$ cat config.mk
export PLATFORM = sky130hd
export DESIGN_NAME = cam_timing_gen_flat
export DESIGN_NICKNAME = d
export VERILOG_FILES = /design/src/rtl/cam_pkg.sv /design/src/rtl/cam_timing_gen_if.sv /design/src/rtl/cam_pattern_gen.sv /design/src/rtl/cam_timing_gen.sv /design/src/flat_wrapper.sv
export SDC_FILE = /design/constraint.sdc
export NUM_CORES = 1
export LEC_CHECK = 0
export ABC_AREA = 1
export CORE_MARGIN = 5
export CORE_UTILIZATION = 55
export CTS_BUF_LIST = sky130_fd_sc_hd__clkbuf_8
export CTS_CLUSTER_SIZE = 16
export DETAILED_ROUTE_END_ITERATION = 10
export GPL_TIMING_DRIVEN = 1
export PLACE_DENSITY = 0.85
export SETUP_SLACK_MARGIN = 0.1
export SLEW_MARGIN = 30
export SYNTH_ARGS = -nofsm -noshare
export SYNTH_HDL_FRONTEND = slang
export SYNTH_SLANG_ARGS = --single-unit
$ cat constraint.sdc
create_clock -name clk -period 3.6 [get_ports clk]
set_input_delay 0.72 -clock clk [delete_from_list [all_inputs] [get_ports clk]]
set_output_delay 0.72 -clock clk [all_outputs]
set_load 0.03 [all_outputs]
$ cat src/rtl/cam_pkg.sv
// Shared definitions for the DVP camera emulator and its controller:
// FSM state encoding, pattern selectors and default 640x480 RGB565 geometry.
package cam_pkg;

    typedef enum logic [2:0] {
        IDLE,
        VSYNC,
        VBP,
        ACTIVE,
        HBLANK,
        VFP
    } cam_state_t;

    localparam logic PAT_LINE  = 1'b0;
    localparam logic PAT_FRAME = 1'b1;

    localparam int DEF_VSYNC_CLKS = 15;
    localparam int DEF_VBP_CLKS   = 20;
    localparam int DEF_H_ACTIVE   = 1280;
    localparam int DEF_H_BLANK    = 288;
    localparam int DEF_V_LINES    = 480;
    localparam int DEF_VFP_CLKS   = 10;
    localparam int DEF_CW         = 16;

endpackage

$ cat src/rtl/cam_timing_gen_if.sv
// DVP-style sensor bus plus frame status; the timing generator is the master,
// the camera controller (or a bench) is the slave.
interface cam_timing_gen_if;

    logic        enable;
    logic        pattern_sel;
    logic        vsync;
    logic        href;
    logic [7:0]  data;
    logic        busy;
    logic        frame_done;
    logic [15:0] frame_cnt;

    modport master (
        input  enable, pattern_sel,
        output vsync, href, data, busy, frame_done, frame_cnt
    );

    modport slave (
        output enable, pattern_sel,
        input  vsync, href, data, busy, frame_done, frame_cnt
    );

endinterface

$ cat src/rtl/cam_pattern_gen.sv
// Byte ramp source for the test pattern: a per-line and a per-frame index,
// both mod 256, stepping once per active byte.
module cam_pattern_gen
    import cam_pkg::*;
(
    input  logic       clk,
    input  logic       rst_n,
    input  logic       line_clr,
    input  logic       frame_clr,
    input  logic       advance,
    input  logic       sel,
    output logic [7:0] byte_val
);

    logic [7:0] line_idx;
    logic [7:0] frame_idx;

    always_ff @(posedge clk) begin
        if (!rst_n) begin
            line_idx  <= '0;
            frame_idx <= '0;
        end else begin
            if (line_clr)
                line_idx <= '0;
            else if (advance)
                line_idx <= line_idx + 8'd1;

            if (frame_clr)
                frame_idx <= '0;
            else if (advance)
                frame_idx <= frame_idx + 8'd1;
        end
    end

    // Index of the byte about to be emitted; natural 8-bit wrap gives FF->00.
    assign byte_val = (sel == PAT_FRAME) ? frame_idx : line_idx;

endmodule

$ cat src/rtl/cam_timing_gen.sv
// DVP sensor emulator: VSYNC/HREF/data frame generator with programmable
// geometry, selectable ramp pattern and completed-frame counter.
module cam_timing_gen
    import cam_pkg::*;
#(
    parameter int VSYNC_CLKS = DEF_VSYNC_CLKS,
    parameter int VBP_CLKS   = DEF_VBP_CLKS,
    parameter int H_ACTIVE   = DEF_H_ACTIVE,
    parameter int H_BLANK    = DEF_H_BLANK,
    parameter int V_LINES    = DEF_V_LINES,
    parameter int VFP_CLKS   = DEF_VFP_CLKS,
    parameter int CW         = DEF_CW
) (
    input  logic             clk,
    input  logic             rst_n,
    cam_timing_gen_if.master bus
);

    localparam logic [CW-1:0] VS_LAST   = CW'(VSYNC_CLKS - 1);
    localparam logic [CW-1:0] VBP_LAST  = CW'(VBP_CLKS - 1);
    localparam logic [CW-1:0] HA_LAST   = CW'(H_ACTIVE - 1);
    localparam logic [CW-1:0] HB_LAST   = CW'(H_BLANK - 1);
    localparam logic [CW-1:0] LINE_LAST = CW'(V_LINES - 1);
    localparam logic [CW-1:0] VFP_LAST  = CW'(VFP_CLKS - 1);

    cam_state_t    state, state_nxt;
    logic [CW-1:0] cnt, cnt_nxt;
    logic [CW-1:0] line, line_nxt;
    logic          pat_sel_q;
    logic          advance;
    logic          frame_start;
    logic          frame_done_nxt;
    logic [7:0]    pat_byte;

    always_comb begin
        state_nxt = state;
        cnt_nxt   = cnt + CW'(1);
        line_nxt  = line;
        unique case (state)
            IDLE: begin
                cnt_nxt = '0;
                if (bus.enable)
                    state_nxt = VSYNC;
            end
            VSYNC: if (cnt == VS_LAST) begin
                state_nxt = VBP;
                cnt_nxt   = '0;
            end
            VBP: if (cnt == VBP_LAST) begin
                state_nxt = ACTIVE;
                cnt_nxt   = '0;
                line_nxt  = '0;
            end
            ACTIVE: if (cnt == HA_LAST) begin
                cnt_nxt   = '0;
                state_nxt = (line == LINE_LAST) ? VFP : HBLANK;
            end
            HBLANK: if (cnt == HB_LAST) begin
                state_nxt = ACTIVE;
                cnt_nxt   = '0;
                line_nxt  = line + CW'(1);
            end
            VFP: if (cnt == VFP_LAST) begin
                cnt_nxt   = '0;
                state_nxt = bus.enable ? VSYNC : IDLE;
            end
            default: begin
                state_nxt = IDLE;
                cnt_nxt   = '0;
            end
        endcase
    end

    // Outputs are decoded from the next state so they change on the same edge as the FSM.
    assign advance        = (state_nxt == ACTIVE);
    assign frame_start    = (state_nxt == VSYNC) && (state != VSYNC);
    assign frame_done_nxt = (state_nxt == VFP) && (cnt_nxt == VFP_LAST);

    cam_pattern_gen u_pattern (
        .clk       (clk),
        .rst_n     (rst_n),
        .line_clr  (!advance),
        .frame_clr (frame_start),
        .advance   (advance),
        .sel       (pat_sel_q),
        .byte_val  (pat_byte)
    );

    always_ff @(posedge clk) begin
        if (!rst_n) begin
            state          <= IDLE;
            cnt            <= '0;
            line           <= '0;
            pat_sel_q      <= PAT_LINE;
            bus.vsync      <= 1'b0;
            bus.href       <= 1'b0;
            bus.data       <= 8'h00;
            bus.busy       <= 1'b0;
            bus.frame_done <= 1'b0;
            bus.frame_cnt  <= '0;
        end else begin
            state          <= state_nxt;
            cnt            <= cnt_nxt;
            line           <= line_nxt;
            if (frame_start)
                pat_sel_q <= bus.pattern_sel;
            bus.vsync      <= (state_nxt == VSYNC);
            bus.href       <= advance;
            bus.data       <= advance ? pat_byte : 8'h00;
            bus.busy       <= (state_nxt != IDLE);
            bus.frame_done <= frame_done_nxt;
            if (frame_done_nxt)
                bus.frame_cnt <= bus.frame_cnt + 16'd1;
        end
    end

endmodule

$ cat src/flat_wrapper.sv
// flat-port wrapper written by rule: the top's interface ports become plain ports
module cam_timing_gen_flat import cam_pkg::*;
#(
    parameter int VSYNC_CLKS = DEF_VSYNC_CLKS,
    parameter int VBP_CLKS   = DEF_VBP_CLKS,
    parameter int H_ACTIVE   = DEF_H_ACTIVE,
    parameter int H_BLANK    = DEF_H_BLANK,
    parameter int V_LINES    = DEF_V_LINES,
    parameter int VFP_CLKS   = DEF_VFP_CLKS,
    parameter int CW         = DEF_CW
)
  (clk, rst_n, bus_enable, bus_pattern_sel, bus_vsync, bus_href, bus_data, bus_busy, bus_frame_done, bus_frame_cnt);
  cam_timing_gen_if bus_i ();
  input  logic clk;
  input  logic rst_n;
  input wire logic [$bits(bus_i.enable)-1:0] bus_enable;
  input wire logic [$bits(bus_i.pattern_sel)-1:0] bus_pattern_sel;
  output wire logic [$bits(bus_i.vsync)-1:0] bus_vsync;
  output wire logic [$bits(bus_i.href)-1:0] bus_href;
  output wire logic [$bits(bus_i.data)-1:0] bus_data;
  output wire logic [$bits(bus_i.busy)-1:0] bus_busy;
  output wire logic [$bits(bus_i.frame_done)-1:0] bus_frame_done;
  output wire logic [$bits(bus_i.frame_cnt)-1:0] bus_frame_cnt;
  assign bus_i.enable = bus_enable;
  assign bus_i.pattern_sel = bus_pattern_sel;
  assign bus_vsync = bus_i.vsync;
  assign bus_href = bus_i.href;
  assign bus_data = bus_i.data;
  assign bus_busy = bus_i.busy;
  assign bus_frame_done = bus_i.frame_done;
  assign bus_frame_cnt = bus_i.frame_cnt;
  cam_timing_gen #(.VSYNC_CLKS(VSYNC_CLKS), .VBP_CLKS(VBP_CLKS), .H_ACTIVE(H_ACTIVE), .H_BLANK(H_BLANK), .V_LINES(V_LINES), .VFP_CLKS(VFP_CLKS), .CW(CW)) u_core (.clk(clk), .rst_n(rst_n), .bus(bus_i));
endmodule
==> results.ini, run 1 <==
[logic_synthesis]
yosysMostFrequentCell=nand2_1
synth_area_leader_cell=dfxtp_1
synth_area_mm2=0.00413
synth_common_cells=nand2_1, nor2_1, inv_1, dfxtp_1, nand3_1
synthArstFlopShare_pct=0
syn_area_per_cell_um2=6.75
yosys-top-cells-area=dfxtp_1, nand2_1, nor2_1
synth-edff-count=0
ys_warn_count=0
synth_compound_area_share_pct=8.12
yosys.area_share.adder_pct=2.12
synth_nets=623
synthXorXnorAreaFrac_pct=2.12
synth-simple-area-share_pct=38.6
synth_cells=612
synth_top_area_share_pct=38.8
yosysSeqAreaShare_pct=38.8
ys_seq_elements=80
synth_cell_types=39
synth_flop_cell=dfxtp_1
synth_mux_area_share_pct=0.485
synth_top_family_by_area=simple AND/OR/NAND/NOR gates

[clock_tree]
cts_setup_buffers=0
cts.repair.resized=0
cts_hold_buffers=0
cts_made_buffers=9
cts_root_buffer=clkbuf_8
clk_pin_slew_ns=0.09
clock-sinks=80
tritoncts=yes
cts_max_path_buffers=2
h-tree-depth=3
clock_latency_ns=0.35

[route]
viasPerCell=5.19
ant_nets=0
vias=3891
dr_wl_met3_um=358
highest_layer=met4
wl_met2_um=4510
wl_per_cell_um=12.1
drt_iter0_markers=171
drc_errors=0
routed_wl_um=9050
wl_met1_um=4070
drt_first_pass_iters=4

[placement]
port-buffer-count=31
place_congestion=0.935
post-place-ws_ns=0.833
dp_hpwl_um=6720
dp.cells=733
placed_area_mm2=0.00452

[finish]
antennaDiodeCount=0
fin_area_mm2=0.00475
layoutNonFillerInstCount=749
nets=656
drive_gt1_share_pct=8.77
syn2layout_area_growth_pct=15.1

[min_path]
holdPathEnd=u_core.line[7]
timing.hold.worst_path_depth=2
min_path_type=register to register
min_from=u_core.line[7]

[global_routing]
antenna_found_initial=0
grt_first_pass_wirelength_um=15900
globalRoute.totalOverflow=0
grt_use_total_pct=19.5
grt_pass1_vias=3767
grt_max_degree=23

[power_and_ir_drop]
peakVddDrop_v=0.000379
p_per_area_mw_per_mm2=362
leakagePower_uw=0.00190

[setup_path]
r2r_end=u_core.bus.frame_cnt[13]
end_kind=register
crit_required_ns=3.85
timing.rr.start=u_core.cnt[0]
start_kind=register
arrival_ns=2.99
critPathKind=register to register
critPathMaxFanout=17
reg2reg_setup_slack_ns=0.86
rr_worst_depth=14

[sta]
clock_skew_ns=0.0113
period_minus_slack_ns=2.74
hold_viol_final=0
setup_viol=0
holdWs_ns=0.462
drv_slew=0
finalCritPeriodShare_pct=76.1
final.setup.tns_ns=0
rsz0062_at_grt=no
setup_ws_ns=0.859
tightest_slew_ns=0.621
max-slew-margin-rel_pct=58.4
timing.fmax_mhz=365

[die]
die-width_um=96.7
io_pins=32
placementRows=31
dieArea_mm2=0.00934
die_height_um=96.7
initial_utilization_pct=56.6
core_area_mm2=0.00729

[job]
max_cap_viol_count=0

[status]
status=complete, no violations

[area by class of cell]
cell class | instances | area [um2]
clock inverter | 7 | 111
multi-input combinational | 429 | 2120
timing repair buffer | 32 | 318
sequential | 80 | 1600
fill | 667 | 2540
inverter | 93 | 349
tap | 99 | 124
clock buffer | 9 | 124
[metal layers]
layer | track usage [%] | vias to the layer above
met5 | 0 | -
met4 | 7.45 | 0
met3 | 3.17 | 16
met2 | 34.9 | 95
met1 | 23.3 | 1786
li1 | - | 1994
[worst max-delay path, cell delays in order (launching register included)]
cell,delay [ns]
dfxtp_1,0.44
ha_1,0.31
nand3_4,0.13
nor2_4,0.22
nand2_1,0.11
nor2_1,0.10
nand2_1,0.05
nand3_1,0.10
nand2_1,0.07
a21oi_2,0.44
nand3_4,0.30
nor2_1,0.20
nand3_1,0.08
nand2_1,0.06
inv_1,0.03
[cell families (layout without fill, tap and decap cells)]
family / after synthesis / in the layout
fa+ha+maj: 7 / 7
simple gates: 353 / 353
buf+inv: 103 / 141
xor+xnor: 10 / 10
flops: 80 / 80
compound gates: 57 / 57
mux: 2 / 2
[per-stage QoR]
step	power (uW)	utilization (%)
floorplan	962	-
global placement	979	61.9
detailed placement	981	61.9
CTS	1730	65.2
global route	1780	65.2
finish	1720	65.2
[power breakdown]
group          switching (uW)  internal [uW]
sequential               6.78            889
clock                     355            405
combinational            45.5           20.6
total                     407           1310
[sequential cells by signal, indices dropped and copies added, names as in the netlist]
| signal | cells |
|---|---|
| u_core.u_pattern.frame_idx | 8 |
| u_core.bus.busy | 1 |
| u_core.cnt | 16 |
| u_core.bus.frame_done | 1 |
| u_core.bus.frame_cnt | 16 |
| u_core.pat_sel_q | 1 |
| u_core.line | 16 |
| u_core.u_pattern.line_idx | 8 |
| u_core.bus.href | 1 |
| u_core.state | 3 |
| u_core.bus.data | 8 |
| u_core.bus.vsync | 1 |
[worst max path at each step]
stage	to	startpoint	cells past startpoint	slack [ns]
finish	u_core.bus.frame_cnt[13]	u_core.cnt[0]	14	0.86
global route	u_core.bus.frame_cnt[14]	u_core.cnt[0]	14	0.52
CTS	u_core.bus.frame_cnt[13]	u_core.cnt[0]	14	0.88
detailed placement	u_core.bus.frame_cnt[14]	bus_enable	13	0.83
global placement	u_core.bus.frame_cnt[15]	bus_enable	12	0.94
floorplan	u_core.bus.frame_cnt[5]	u_core.cnt[0]	13	1.51
[cells in the final DEF (no fill, tap or decap), types with 3 or more instances in the layout]
cell type        synthesis  layout
dfxtp_1                 80      80
nor2_1                 114     114
nand2_1                131     131
inv_6                    0       3
inv_2                    8       8
nand4_1                 12      12
nand3b_1                 4       4
inv_1                   85      85
a21oi_1                 22      22
nor2_4                   3       3
nor3_1                  16      16
nand3_1                 41      41
nand3_2                  3       3
o21ai_0                 22      22
xor2_1                   9       9
ha_1                     7       7
nor2_2                  12      12
clkbuf_8                 0       9
clkdlybuf4s50_1          0      31
a211oi_1                 5       5
nor3b_1                  4       4
nand2_2                  5       5
Power figures use the tool's default switching activity.
==> run 2, diff against run 1 <==
==> constraint.sdc (replaced) <==
create_clock -name clk -period 2.71 [get_ports clk]
set_input_delay 0.542 -clock clk [delete_from_list [all_inputs] [get_ports clk]]
set_output_delay 0.542 -clock clk [all_outputs]
set_load 0.03 [all_outputs]
==> results.ini, run 2 (synthesis gave the netlist of run 1 again) <==
[status]
status=complete, no violations

[setup_path]
crit_path_max_incr_delay_ns=0.41  ; -0.03 ns
path_cells=ha_2 -> nand3_4 -> nor2_4 -> a21boi_2 -> nor2_2 -> nand2_1 -> nor2_1 -> nand2_1 -> nor2_1 -> buf_4 -> nand3b_1 -> nor2_1 -> nor2_1
critPathMaxFanout=11  ; -6
critPathKind=register to register
crit_required_ns=2.96  ; -0.89 ns
rr_worst_depth=13  ; -1
crit_top_cell=nor2_1
crit_buf_inv=1  ; unchanged
reg2reg_setup_slack_ns=0.37  ; -0.49 ns
cp-startpoint=u_core.cnt[1]
critPathSlowestCell=dfxtp_1
arrival_ns=2.59  ; -0.40 ns
cp_top_family=simple AND/OR/NAND/NOR gates
r2r_end=u_core.bus.frame_cnt[12]
start_kind=register
timing.rr.start=u_core.cnt[1]
endpoint=u_core.bus.frame_cnt[12]
end_kind=register
crit_cells=13  ; -1

[global_routing]
grt_pass1_vias=3828  ; +1.6%
grtUsageMet2_pct=35.2  ; +0.27 points
antenna_found_initial=0  ; unchanged
use_met3_pct=4.53  ; +1.4 points
grt_use_total_pct=19.9  ; +0.39 points
top_usage_layer=met2
grt_first_pass_wirelength_um=16100  ; +1.2%
grt.met1_usage_pct=23.1  ; -0.19 points
globalRoute.totalOverflow=0  ; unchanged
grt_max_degree=21  ; -8.7%

[sta]
setup_viol=0  ; unchanged
drv_slew=0  ; unchanged
rsz0062_at_grt=no
finalCritPeriodShare_pct=86.4  ; +10 points
setup_ws_ns=0.369  ; -0.490 ns
clock_skew_ns=0.0122  ; +0.000901 ns
final.setup.tns_ns=0  ; unchanged
hold_viol_final=0  ; unchanged
timing.fmax_mhz=427  ; +17%
period_minus_slack_ns=2.34  ; -0.400 ns
max-slew-margin-rel_pct=66.7  ; +8.3 points
tightest_slew_ns=0.499  ; -0.122 ns

[die]
die_height_um=96.7  ; unchanged
placementRows=31  ; unchanged
die-width_um=96.7  ; unchanged
io_pins=32  ; unchanged
dieArea_mm2=0.00934  ; unchanged
core_area_mm2=0.00729  ; unchanged
initial_utilization_pct=56.6  ; unchanged

[clock_tree]
clock_latency_ns=0.35  ; about the same
h-tree-depth=3  ; unchanged
clk_pin_slew_ns=0.08  ; about the same
clock-sinks=80  ; unchanged
cts_hold_buffers=0  ; unchanged
cts_root_buffer=clkbuf_8
cts_max_path_buffers=2  ; unchanged
cts_made_buffers=9  ; unchanged
tritoncts=yes

[finish]
final_cell_mix=nand2_1, nor2_1, inv_1
nets=661  ; +0.76%
biggestRegsByFlops=u_core.bus.frame_cnt: 16 flops, u_core.cnt: 16 flops, u_core.line: 16 flops
layout_commonest_cell=nand2_1
drive_gt1_share_pct=9.79  ; +1.0 points
syn2layout_area_growth_pct=15.1  ; unchanged
antennaDiodeCount=0  ; unchanged

[placement]
dp_hpwl_um=6780  ; +0.88%
place_congestion=0.925  ; -1.1%
port-buffer-count=31  ; unchanged
post-place-ws_ns=0.288  ; -0.545 ns

[min_path]
min_path_type=register to register
timing.hold.worst_path_depth=2  ; unchanged

[route]
ant_nets=0  ; unchanged
drt_iter0_markers=149  ; -13%
routed_wl_um=9060  ; about the same
drt_first_pass_iters=4  ; unchanged
vias=3876  ; -0.39%
wl_per_cell_um=12.0  ; -0.48%
drc_errors=0  ; unchanged
viasPerCell=5.15  ; -0.91%

[job]
max_cap_viol_count=0  ; unchanged

[power_and_ir_drop]
p_per_area_mw_per_mm2=450  ; +24%
power.total_uw=2140  ; +24%
peakVddDrop_v=0.000281  ; -26%
leakagePower_uw=0.00189  ; -0.28%

==> run 2: cell type report <==
cell class | count | area (um2)
fill | 680 | 2540
multi-input combinational | 429 | 2130
sequential | 80 | 1600
timing repair buffer | 37 | 355
inverter | 93 | 349
clock buffer | 9 | 124
tap | 99 | 124
clock inverter | 6 | 67.6
==> run 2: worst min-delay path by stage <==
stage              startpoint        endpoint  slack [ns]
2_1_floorplan  u_core.line[7]  u_core.line[7]        0.42
3_3_place_gp   u_core.line[7]  u_core.line[7]        0.43
3_5_place_dp   u_core.line[7]  u_core.line[7]        0.44
4_1_cts        u_core.line[7]  u_core.line[7]        0.46
5_1_grt         u_core.cnt[0]   u_core.cnt[0]        0.49
6_report       u_core.line[7]  u_core.line[7]        0.45
==> run 2: layer usage <==
| metal | up-vias | share of wire (%) |
|---|---|---|
| li1 | 1993 | - |
| met3 | 14 | 4.1 |
| met5 | - | 0 |
| met4 | 0 | 1.8 |
| met1 | 1780 | 44 |
| met2 | 89 | 50 |
==> run 2: timing repair <==
action,CTS,global route
setup endpoints to repair,0,12
setup buffers,0,2
resized for setup,0,3
==> run 2: worst reg2reg max path: stages, from the launching register on <==
cell and delay [ns]:
dfxtp_1 0.41, ha_2 0.28, nand3_4 0.12, nor2_4 0.21, a21boi_2 0.13, nor2_2 0.22
nand2_1 0.12, nor2_1 0.10, nand2_1 0.08, nor2_1 0.11, buf_4 0.19, nand3b_1 0.12
nor2_1 0.11, nor2_1 0.05
==> run 2: through the flow <==
step	area [um2]	utilization [%]	hold WS [ns]	cells
after floorplan	4130	-	0.421	612
after global placement	4540	62.3	0.430	736
after detailed placement	4540	62.3	0.444	736
after CTS	4730	64.9	0.456	751
after global routing	4750	65.2	0.491	753
final	4750	65.2	0.453	753
==> run 2: report_power, final <==
group	switching [uW]	total [uW]	internal (uW)
Sequential	9.33	1190	1180
Combinational	59.1	87.4	28.3
Clock	437	862	425
Total	505	2140	1630
==> run 3, diff against run 2 <==
--- a/config.mk
+++ b/config.mk
@@ -11,6 +11,7 @@
 export CTS_BUF_LIST = sky130_fd_sc_hd__clkbuf_8
 export CTS_CLUSTER_SIZE = 16
 export DETAILED_ROUTE_END_ITERATION = 10
+export GPL_ROUTABILITY_DRIVEN = 0
 export GPL_TIMING_DRIVEN = 1
 export PLACE_DENSITY = 0.85
 export SETUP_SLACK_MARGIN = 0.1
==> results.ini, run 3 (synthesis gave the netlist of run 1 again) <==
[status]
status=complete, no violations

[route]
vias=3858  ; -0.46%
viasPerCell=5.10  ; -0.86%
ant_nets=0  ; unchanged
wl_per_cell_um=11.7  ; -2.4%
routed_wl_um=8880  ; -2.0%
drc_errors=0  ; unchanged
drt_first_pass_iters=5  ; +1
drt_iter0_markers=203  ; +36%

[power_and_ir_drop]
peakVddDrop_v=0.000376  ; +34%
p_per_area_mw_per_mm2=474  ; +5.2%
power.total_uw=2280  ; +6.5%
leakagePower_uw=0.00193  ; +1.8%

[clock_tree]
cts_hold_buffers=0  ; unchanged
tritoncts=yes
cts_max_path_buffers=2  ; unchanged
cts_root_buffer=clkbuf_8
h-tree-depth=3  ; unchanged
clock-sinks=80  ; unchanged
clk_pin_slew_ns=0.09  ; about the same
clock_latency_ns=0.36  ; about the same
cts_made_buffers=9  ; unchanged

[placement]
dp_hpwl_um=6560  ; -3.2%
dp.cells=736  ; unchanged
port-buffer-count=31  ; unchanged

[sta]
clock_skew_ns=0.0162  ; +0.00394 ns
hold_viol_final=0  ; unchanged
setup_viol=0  ; unchanged
timing.fmax_mhz=426  ; -0.24%
drv_slew=0  ; unchanged
holdWs_ns=0.463  ; +0.00976 ns
final.setup.tns_ns=0  ; unchanged
rsz0062_at_grt=no
max-slew-margin-rel_pct=63.6  ; -3.1 points
period_minus_slack_ns=2.35  ; +0.00564 ns
finalCritPeriodShare_pct=86.6  ; +0.21 points
tightest_slew_ns=0.545  ; +0.0464 ns

[die]
die_height_um=96.7  ; unchanged
initial_utilization_pct=56.6  ; unchanged
placementRows=31  ; unchanged
core_area_mm2=0.00729  ; unchanged
die-width_um=96.7  ; unchanged
io_pins=32  ; unchanged
dieArea_mm2=0.00934  ; unchanged

[finish]
drive_gt1_share_pct=10.0  ; +0.26 points
final_cell_mix=nand2_1, nor2_1, inv_1
multiInputGateArea_mm2=0.00214  ; +0.35%
fillers=633  ; -6.9%
layoutNonFillerInstCount=756  ; +0.40%
nets=663  ; +0.30%
syn2layout_area_growth_pct=16.5
layout_commonest_cell=nand2_1
biggestRegsByFlops=u_core.bus.frame_cnt: 16 flops, u_core.cnt: 16 flops, u_core.line: 16 flops
antennaDiodeCount=0  ; unchanged
seqCellArea_mm2=0.00160  ; unchanged

[global_routing]
grt_use_total_pct=19.1  ; -0.78 points
grt_pass1_vias=3700  ; -3.3%
grt_first_pass_wirelength_um=15400  ; -4.2%
globalRoute.totalOverflow=0  ; unchanged
grt_max_degree=20  ; -4.8%
antenna_found_initial=0  ; unchanged

[setup_path]
arrival_ns=2.65  ; +0.06 ns
reg2reg_setup_slack_ns=0.36  ; about the same
crit_required_ns=3.01  ; +0.05 ns
start_kind=register
rr_worst_depth=15  ; +2
end_kind=register
critPathKind=register to register
critPathMaxFanout=14  ; +3

[min_path]
min_path_type=register to register
timing.hold.worst_path_depth=2  ; unchanged

[job]
max_cap_viol_count=0  ; unchanged

[run 3: worst paths after layout]
check / startpoint / end
hold reg to reg: u_core.line[7] / u_core.line[7]
setup reg to reg: u_core.cnt[2] / u_core.bus.frame_cnt[4]
hold / removal: u_core.line[7] / u_core.line[7]
setup / recovery: u_core.cnt[2] / u_core.bus.frame_cnt[4]
[run 3: what timing repair did]
item,4_1_cts,5_1_grt
hold endpoints to repair,0,0
setup endpoints to repair,0,13
gates resized for setup,0,3
setup buffers,0,4
[run 3: layout make-up]
| class | instances | area share (%) |
|---|---|---|
| Multi-Input combinational cell | 429 | 44.4 |
| Sequential cell | 80 | 33.3 |
| Timing Repair Buffer | 39 | 7.69 |
| Inverter | 93 | 7.25 |
| Clock buffer | 9 | 2.57 |
| Tap cell | 99 | 2.57 |
| Clock inverter | 7 | 2.21 |
[run 3: power breakdown]
group | leakage (uW) | switching (uW) | total [uW] | internal (uW)
Clock | 0.000117 | 465 | 1000 | 536
Combinational | 0.00116 | 59.0 | 87.3 | 28.3
Sequential | 0.000646 | 10.1 | 1190 | 1180
Total | 0.00193 | 534 | 2280 | 1750
[run 3: metrics by stage]
stage / cell area, um2 / setup slack (ns) / util, %
3_5_place_dp: 4540 / 0.296 / 62.3
6_report: 4810 / 0.363 / 66.0
3_3_place_gp: 4540 / 0.399 / 62.3
4_1_cts: 4770 / 0.272 / 65.4
5_1_grt: 4810 / 0.0967 / 66.0
2_1_floorplan: 4130 / 0.620 / -
[run 3: metal layers]
metal	part of all wire, %	global-route usage, %	wire [um]	vias to the layer above
met5	0	0	0	-
met4	1.6	7.56	138	0
met3	4.2	4.10	371	14
met2	49	33.3	4320	95
met1	46	22.9	4050	1744
li1	-	-	-	2005
[run 3: critical path, cell delays in order (launching register included)]
cell and delay [ns]:
dfxtp_1 0.50, nand2_2 0.12, nor2_4 0.15, nand4_2 0.15
nand2_1 0.15, inv_2 0.04, nor2_2 0.14, nand2_1 0.08
nor2_1 0.10, nand3_1 0.12, nor2_2 0.16, nand3_4 0.17
buf_4 0.20, o21ai_2 0.11, inv_1 0.05, nor2_1 0.07
